$ cat src/rtl/phase_shift_gen_pkg.sv
// Shared constants, control-state encoding and sine-table generator for phase_shift_gen.
package phase_shift_gen_pkg;

  localparam int N_SAMP   = 32;
  localparam int DEG_FULL = 360;
  localparam int DIV_STEP = 45;

  typedef enum logic [1:0] {
    IDLE = 2'd0,
    RUN  = 2'd1,
    CALC = 2'd2,
    PEND = 2'd3
  } state_t;

  localparam real PI = 3.14159265358979323846;

  // Elaboration-time only: round(A*sin(2*pi*k/N_SAMP)) with A = 2^(m-1)-1, rounded half away from zero.
  function automatic int sine_sample(input int k, input int m);
    real amp;
    real v;
    amp = real'((1 << (m - 1)) - 1);
    v   = amp * $sin(2.0 * PI * real'(k) / real'(N_SAMP));
    if (v >= 0.0) return $rtoi(v + 0.5);
    else          return -$rtoi(-v + 0.5);
  endfunction

endpackage

$ cat src/rtl/phase_shift_gen_delay.sv
// Serial divider: delay = floor(4*phase/45), one subtraction per clock, done after delay+1 clocks.
module phase_to_delay
  import phase_shift_gen_pkg::*;
(
  input  logic        clk,
  input  logic        rst,
  input  logic        start,
  input  logic [15:0] phase,
  output logic        done,
  output logic [4:0]  delay
);

  logic [17:0] rem;
  logic        active;

  // The caller only starts with phase <= 359, so the quotient always fits in 5 bits.
  always_ff @(posedge clk or negedge rst) begin
    if (!rst) begin
      rem    <= '0;
      delay  <= '0;
      active <= 1'b0;
      done   <= 1'b0;
    end else begin
      done <= 1'b0;
      if (start) begin
        rem    <= {phase, 2'b00};
        delay  <= '0;
        active <= 1'b1;
      end else if (active) begin
        if (rem >= 18'(DIV_STEP)) begin
          rem   <= rem - 18'(DIV_STEP);
          delay <= delay + 5'd1;
        end else begin
          active <= 1'b0;
          done   <= 1'b1;
        end
      end
    end
  end

endmodule

$ cat src/rtl/phase_shift_gen.sv
// Reference sinusoid plus a copy lagging by a programmable number of samples;
// a new lag is computed off-line and only swapped in at a period boundary.
module phase_shift_gen
  import phase_shift_gen_pkg::*;
#(
  parameter int M = 14,
  parameter int N = 32
) (
  input  logic                clk,
  input  logic                rst,
  input  logic                en,
  input  logic [15:0]         phase_in,
  input  logic                phase_load,
  output logic                phase_busy,
  output logic                phase_ack,
  output logic                phase_err,
  output logic                period_start,
  output logic signed [M-1:0] Vref,
  output logic signed [M-1:0] Vout
);

  logic signed [M-1:0] sine_tab [N];

  for (genvar k = 0; k < N; k++) begin : g_tab
    assign sine_tab[k] = M'(sine_sample(k, M));
  end

  state_t     state, state_next;
  logic [4:0] idx;
  logic [4:0] delay_q;
  logic [4:0] vout_idx;
  logic [4:0] div_delay;
  logic       div_start;
  logic       div_done;
  logic       wrap;
  logic       err_set;
  logic       apply;

  assign wrap     = en && (idx == 5'(N - 1));
  assign vout_idx = idx - delay_q;

  phase_to_delay u_div (
    .clk   (clk),
    .rst   (rst),
    .start (div_start),
    .phase (phase_in),
    .done  (div_done),
    .delay (div_delay)
  );

  always_ff @(posedge clk or negedge rst) begin
    if (!rst) state <= IDLE;
    else      state <= state_next;
  end

  // Loads are only looked at in RUN, so a request while busy is silently dropped.
  always_comb begin
    state_next = state;
    div_start  = 1'b0;
    err_set    = 1'b0;
    apply      = 1'b0;
    case (state)
      IDLE: state_next = RUN;
      RUN: begin
        if (phase_load) begin
          if (phase_in < 16'(DEG_FULL)) begin
            div_start  = 1'b1;
            state_next = CALC;
          end else begin
            err_set = 1'b1;
          end
        end
      end
      CALC: if (div_done) state_next = PEND;
      PEND: begin
        if (wrap) begin
          apply      = 1'b1;
          state_next = RUN;
        end
      end
      default: state_next = IDLE;
    endcase
  end

  always_ff @(posedge clk or negedge rst) begin
    if (!rst) begin
      delay_q    <= '0;
      phase_busy <= 1'b0;
      phase_ack  <= 1'b0;
      phase_err  <= 1'b0;
    end else begin
      phase_ack <= apply;
      phase_err <= err_set;
      if (div_start)  phase_busy <= 1'b1;
      else if (apply) phase_busy <= 1'b0;
      if (apply) delay_q <= div_delay;
    end
  end

  // The wrap edge still registers sample 31 with the old lag; the new lag starts at sample 0.
  always_ff @(posedge clk or negedge rst) begin
    if (!rst) begin
      idx          <= '0;
      Vref         <= '0;
      Vout         <= '0;
      period_start <= 1'b0;
    end else begin
      period_start <= 1'b0;
      if (en) begin
        idx          <= idx + 5'd1;
        Vref         <= sine_tab[idx];
        Vout         <= sine_tab[vout_idx];
        period_start <= (idx == 5'd0);
      end
    end
  end

endmodule

$ cat config.mk
export PLATFORM = sky130hd
export DESIGN_NAME = phase_shift_gen
export DESIGN_NICKNAME = d
export VERILOG_FILES = /design/src/rtl/phase_shift_gen_pkg.sv /design/src/rtl/phase_shift_gen_delay.sv /design/src/rtl/phase_shift_gen.sv
export SDC_FILE = /design/constraint.sdc
export NUM_CORES = 1
export LEC_CHECK = 0
export CELL_PAD_IN_SITES_DETAIL_PLACEMENT = 0
export CELL_PAD_IN_SITES_GLOBAL_PLACEMENT = 1
export CORE_MARGIN = 8
export CORE_UTILIZATION = 47
export DETAILED_ROUTE_END_ITERATION = 12
export PLACE_DENSITY_LB_ADDON = 0.1
export REMOVE_ABC_BUFFERS = 1
export SETUP_SLACK_MARGIN = 0.15
export SYNTH_ARGS = -nofsm -noshare
export SYNTH_HDL_FRONTEND = slang
export SYNTH_SLANG_ARGS = --single-unit
$ cat constraint.sdc
create_clock -name clk -period 9.55 [get_ports clk]
set_clock_uncertainty 0.15 [all_clocks]
set_input_delay 1.4325 -clock clk [delete_from_list [all_inputs] [get_ports clk]]
set_output_delay 1.4325 -clock clk [all_outputs]
set_load 0.02 [all_outputs]
==> impl_metrics.toml, run 1 <==
[clock_network]
cts_hold_buf = 0
cts_made_buffers = 9
tritoncts = "yes"
clock_latency_ns = 0.35
cts-root-buf = "clkbuf_8"
h-tree-depth = 3
cts_resized = 0
clock_sinks = 69
postCtsSetupRepairBufs = 0
path_clk_slew_ns = 0.09
cts_buffer_depth = 2

[synthesis]
synth.top_cell.area_share = 0.362
syn_area_mm2 = 0.00476
yosys-top-cells-count = "dfrtp_1, a21oi_1, nor2_1, nand2_1"
syn_area_per_cell_um2 = 8.65
synth.most_common_cell = "dfrtp_1"
synthArstFlopShare = 1.00
synth_ff_type = "dfrtp_1"
yosysUniqueCellTypes = 63
ys_warn_count = 0
ys_seq_elements = 69
synthCells = 551
synth.area.top_cells = "dfrtp_1, ha_1, a21oi_1, nor2_1, o21ai_0"
ys_seq_area_frac = 0.362
yosysTopAreaCell = "dfrtp_1"
synth-edff-count = 0

[critical_path]
reg2reg_to = "Vout[3]$_DFFE_PN0P_"
crit_start = "idx[2]$_DFFE_PN0P_"
rrSetupSlack_ns = 5.79
cp-end-kind = "flip-flop"
worstPathMaxFanout = 33
worst-setup-path-type = "flip-flop to flip-flop"
critPathArrivalTime_ns = 3.83
cp-start-kind = "flip-flop"
cp-endpoint = "Vout[3]$_DFFE_PN0P_"
r2r_start = "idx[2]$_DFFE_PN0P_"
rr_worst_depth = 6
worstPathRequired_ns = 9.63

[power]
seqPwrFrac = 0.239
peakVddDrop_mv = 0.165
p_total_mw = 2.28
intPower_mw = 1.17
netSwitchingPower_mw = 1.10
clkPwrFrac = 0.120
swShare = 0.485
power.density_mw_per_mm2 = 413
p_comb_frac = 0.640
leakagePower_nw = 2.25

[global_routing]
grt_usage = 0.176
antenna_found_initial = 0
grt_max_degree = 70
grt_pass1_wl_um = 19400
overflow = 0
grt_pass1_vias = 4090

[timing]
rsz0062_at_grt = "false"
drv_slew = 0
fmax_mhz = 266
hold_viol = 0
setup_tns_ns = 0
setup_viol = 0
slew_headroom = 0.211
fin_crit_ns = 3.76
tightest_slew_ns = 1.18
fin_crit_sh = 0.393

[route]
initialDrtViolationCount = 303
first_pass_iters = 4
wl_um = 11500
routed_via_density = 5.90
antenna_left = 0
drt_drc_violations_left = 0
drt-wirelength-per-cell_um = 16.1
vias = 4216

[final_layout]
final_cell_count_no_fill = 715
final_area_mm2 = 0.00552
finalNetCount = 621
diodes = 0
layout-drive-gt1-share = 0.0859
syn_to_final_growth_pct = 15.9

[placement]
place_inst = 699
io_buffer_count = 51
dpl-instance-area_mm2 = 0.00530
gp_congestion = 0.827
post-dp-hpwl_um = 7800

[floorplan]
fp.dieArea_mm2 = 0.0136
rows = 36
die_h_um = 117
start_util = 0.485
core-area_mm2 = 0.00982
io_pins = 52
die_w_um = 117

[run]
max_cap_viol_count = 0

[min_path]
worst_hold_path_type = "flip-flop to flip-flop"

[outcome]
status = "finished clean"
==> metrics by stage <==
| stage | utilization | hold slack, ns | worst slack, ns |
|---|---|---|---|
| final | 0.562 | 0.337 | 5.79 |
| after global routing | 0.562 | 0.377 | 5.48 |
| after CTS | 0.562 | 0.341 | 5.80 |
| after detailed placement | 0.540 | 0.321 | 5.41 |
| after global placement | 0.540 | 0.315 | 5.44 |
| after floorplan | - | 0.329 | 5.63 |
==> power by group through the flow <==
stage	Sequential, mW	Clock [mW]	Combinational [mW]
final	0.546	0.274	1.46
after global routing	0.568	0.294	1.61
after CTS	0.547	0.283	1.45
after detailed placement	0.553	0	1.44
after global placement	0.547	0	1.42
after floorplan	0.616	0	0.939
==> critical path, stage by stage (launching register included) <==
cell and delay [ns]:
dfrtp_1 1.00, ha_1 0.43, and3b_1 0.27, o21ai_1 0.93, a22oi_1 0.22, a2111oi_0 0.55, nor4_1 0.08
==> worst min-delay path by stage <==
stage / start / end / slack (ns) / depth (start not counted)
after floorplan: delay_q[1]$_DFFE_PN0P_ / delay_q[1]$_DFFE_PN0P_ / 0.33 / 1
after global placement: Vout[13]$_DFFE_PN0P_ / Vout[13]$_DFFE_PN0P_ / 0.31 / 2
after detailed placement: Vout[6]$_DFFE_PN0P_ / Vout[6]$_DFFE_PN0P_ / 0.32 / 2
after CTS: Vout[13]$_DFFE_PN0P_ / Vout[13]$_DFFE_PN0P_ / 0.34 / 2
after global routing: Vref[5]$_DFFE_PN0P_ / Vref[5]$_DFFE_PN0P_ / 0.38 / 2
final: Vout[13]$_DFFE_PN0P_ / Vout[13]$_DFFE_PN0P_ / 0.34 / 2
==> cell usage in the layout (no fill, tap or decap), types with 5 or more instances in the layout <==
cell and count:
a21oi_1 50, o31ai_1 6, and3_1 5, o21ai_1 12, xnor2_1 5, nor3_1 10
mux2_2 12, xor2_1 8, nand3_1 14, a31oi_1 9, a211oi_1 11, o211ai_1 15
or4_1 6, clkdlybuf4s50_1 49, nand2_1 39, or3_1 13, clkbuf_8 10, dfrtp_1 69
a21o_1 5, o21ai_0 32, ha_1 23, mux2i_1 9, buf_4 6, nor2b_1 5
nor2_1 44, inv_1 29, nand4_1 6, a311oi_1 5
==> sequential cells by signal, summed over array words and instances (netlist names), 2 cells and up <==
name and count:
Vref 14, state 2, u_div.delay 5, idx 5, delay_q 5, u_div.rem 18, Vout 14
==> area by class of cell <==
type                    instances  area, um^2
clock buffers                  10         138
clock inverters                 6        86.3
repair buffers                 57         546
multi-input cells             408        2740
fillers                       945        4300
inverters                      32         120
flip-flops and latches         69        1730
well taps                     133         166
==> kinds of logic after synthesis <==
kind of cell / after synthesis / share of synthesized area
muxes: 23 / 0.0567
xor gates and xnor gates: 14 / 0.0273
AOI/OAI and AO/OA: 187 / 0.259
DFF: 69 / 0.362
adders and majority gates: 24 / 0.0646
buffers and inverters: 74 / 0.0625
and+or+nand+nor: 160 / 0.167
==> per-layer routing <==
metal	part of all wire	wire length (um)	up-vias	global-route usage
met4	0.011	126	0	0.0589
met2	0.47	5410	106	0.291
met5	0	0	-	0
li1	-	-	2079	-
met1	0.47	5400	2017	0.226
met3	0.051	594	14	0.0346
Power figures use the tool's default switching activity.
==> inputs of run 2 (changes only) <==
CORE_UTILIZATION = 44   (was 47)
clock period = 3.6 ns   (was 9.55 ns; I/O delays follow)
==> impl_metrics.toml, run 2 (same netlist as run 1, synthesis figures left out) <==
[global_routing]
grt_max_degree = 40
antenna_found_initial = 0
overflow = 0
grt_usage = 0.169
grt_pass1_wl_um = 20100
grt_pass1_vias = 4199

[timing]
setup_viol = 0
slew_headroom = 0.475
fin_crit_sh = 0.872
rsz0062_at_grt = "false"
fin_crit_ns = 3.14
fmax_mhz = 319
layout_setup_ws_ns = 0.462
hold_viol = 0
tightest_slew_ns = 0.786
drv_slew = 0

[final_layout]
diodes = 0
multi_input_comb_area_mm2 = 0.00274
top_regs = "u_div.rem (18), Vout (14), Vref (14)"
layout-drive-gt1-share = 0.109
regMostFlops = "u_div.rem"
final_common_cell = "dfrtp_1"
final_area_mm2 = 0.00565
fillers = 998
finalNetCount = 636
sequential_cell_area_mm2 = 0.00173
largest_register_ffs = 18
syn_to_final_growth_pct = 18.6
layout_common_cells = "dfrtp_1, a21oi_1, clkdlybuf4s50_1"

[outcome]
status = "finished clean"

[route]
antenna_left = 0
vias = 4317
routed_via_density = 5.86
initialDrtViolationCount = 192
first_pass_iters = 4
drt-wirelength-per-cell_um = 16.1
wl_um = 11800
drt_drc_violations_left = 0

[floorplan]
fp.dieArea_mm2 = 0.0144
start_util = 0.445
die_w_um = 120
core-area_mm2 = 0.0107
rows = 38
io_pins = 52
die_h_um = 120

[critical_path]
r2r_start = "idx[0]$_DFFE_PN0P_"
crit_start = "idx[0]$_DFFE_PN0P_"
critPathArrivalTime_ns = 3.24
reg2reg_to = "Vout[12]$_DFFE_PN0P_"
rr_worst_depth = 9
worstPathRequired_ns = 3.70
worstPathMaxFanout = 8
rrSetupSlack_ns = 0.46
worst-setup-path-type = "flip-flop to flip-flop"
cp-start-kind = "flip-flop"
cp-end-kind = "flip-flop"

[clock_network]
cts_resized = 0
cts_hold_buf = 0
clock_sinks = 69
cts-root-buf = "clkbuf_8"
tritoncts = "yes"
cts_buffer_depth = 2
h-tree-depth = 3
path_clk_slew_ns = 0.08
clock_latency_ns = 0.36
postCtsSetupRepairBufs = 0
cts_made_buffers = 9

[placement]
pre_cts_ws_ns = 0.492
dpl-instance-area_mm2 = 0.00542
io_buffer_count = 51
gp_congestion = 0.896
post-dp-hpwl_um = 8480

[power]
intPower_mw = 3.22
swShare = 0.483
clkPwrFrac = 0.120
seqPwrFrac = 0.213
peakVddDrop_mv = 0.505
power.density_mw_per_mm2 = 1100
leakagePower_nw = 2.32
netSwitchingPower_mw = 3.01
p_comb_frac = 0.667

[run]
max_cap_viol_count = 0

[min_path]
worst_hold_path_type = "input pin to async pin"
==> run 2: changes by cell type in the layout (fill, tap and decap cells not counted) <==
cell        change
clkbuf_8        -1
inv_6           +2
clkinvlp_4      -1
clkinv_2        -2
clkinv_4        +1
buf_4          +15
inv_8           +1
==> run 2: how the worst max path moves through the flow <==
stage | end | depth (start not counted) | slack [ns]
5_1_grt | Vout[12]$_DFFE_PN0P_ | 9 | 0.26
6_report | Vout[12]$_DFFE_PN0P_ | 9 | 0.46
3_5_place_dp | Vout[12]$_DFFE_PN0P_ | 9 | 0.49
2_1_floorplan | Vout[12]$_DFFE_PN0P_ | 9 | -0.32
3_3_place_gp | Vout[12]$_DFFE_PN0P_ | 9 | 0.57
4_1_cts | Vout[12]$_DFFE_PN0P_ | 9 | 0.47
==> run 2: critical path: stages (launching register included) <==
cell and delay [ns]:
dfrtp_1 0.38, inv_1 0.16, ha_1 0.21, inv_1 0.06, fa_1 0.39, nand3_1 0.25, a21oi_1 0.17, nor2_1 0.43
mux4_2 0.56, mux2_2 0.27
==> run 2: power groups by stage <==
stage	clock, mW	sequential, mW	combinational, mW
2_1_floorplan	0	1.63	2.49
3_3_place_gp	0	1.33	4.10
3_5_place_dp	0	1.34	4.13
4_1_cts	0.772	1.33	4.15
5_1_grt	0.800	1.38	4.59
6_report	0.748	1.32	4.16
==> run 2: area by class of cell <==
class,count,area share
clock buffer,9,0.0219
clock inverter,7,0.0188
sequential,69,0.306
tap,140,0.0310
timing repair buffer,72,0.116
inverter,32,0.0213
multi-input combinational,408,0.485
==> run 2: through the flow <==
step | hold slack [ns] | cells | TNS, ns | util | total power [mW]
floorplan | 0.0944 | 509 | -0.584 | - | 4.13
finish | 0.0505 | 737 | 0 | 0.528 | 6.23
detailed placement | 0.329 | 721 | 0 | 0.507 | 5.47
global placement | 0.317 | 721 | 0 | 0.507 | 5.42
global route | 0.0909 | 737 | 0 | 0.528 | 6.77
CTS | 0.0597 | 737 | 0 | 0.528 | 6.25
==> run 2: layer usage <==
layer  track usage  wire length (um)  vias to the layer above
li1              -                 -                     2123
met1         0.213              5360                     2063
met2         0.273              5650                      109
met3        0.0310               572                       22
met4        0.0859               252                        0
met5             0                 0                        -
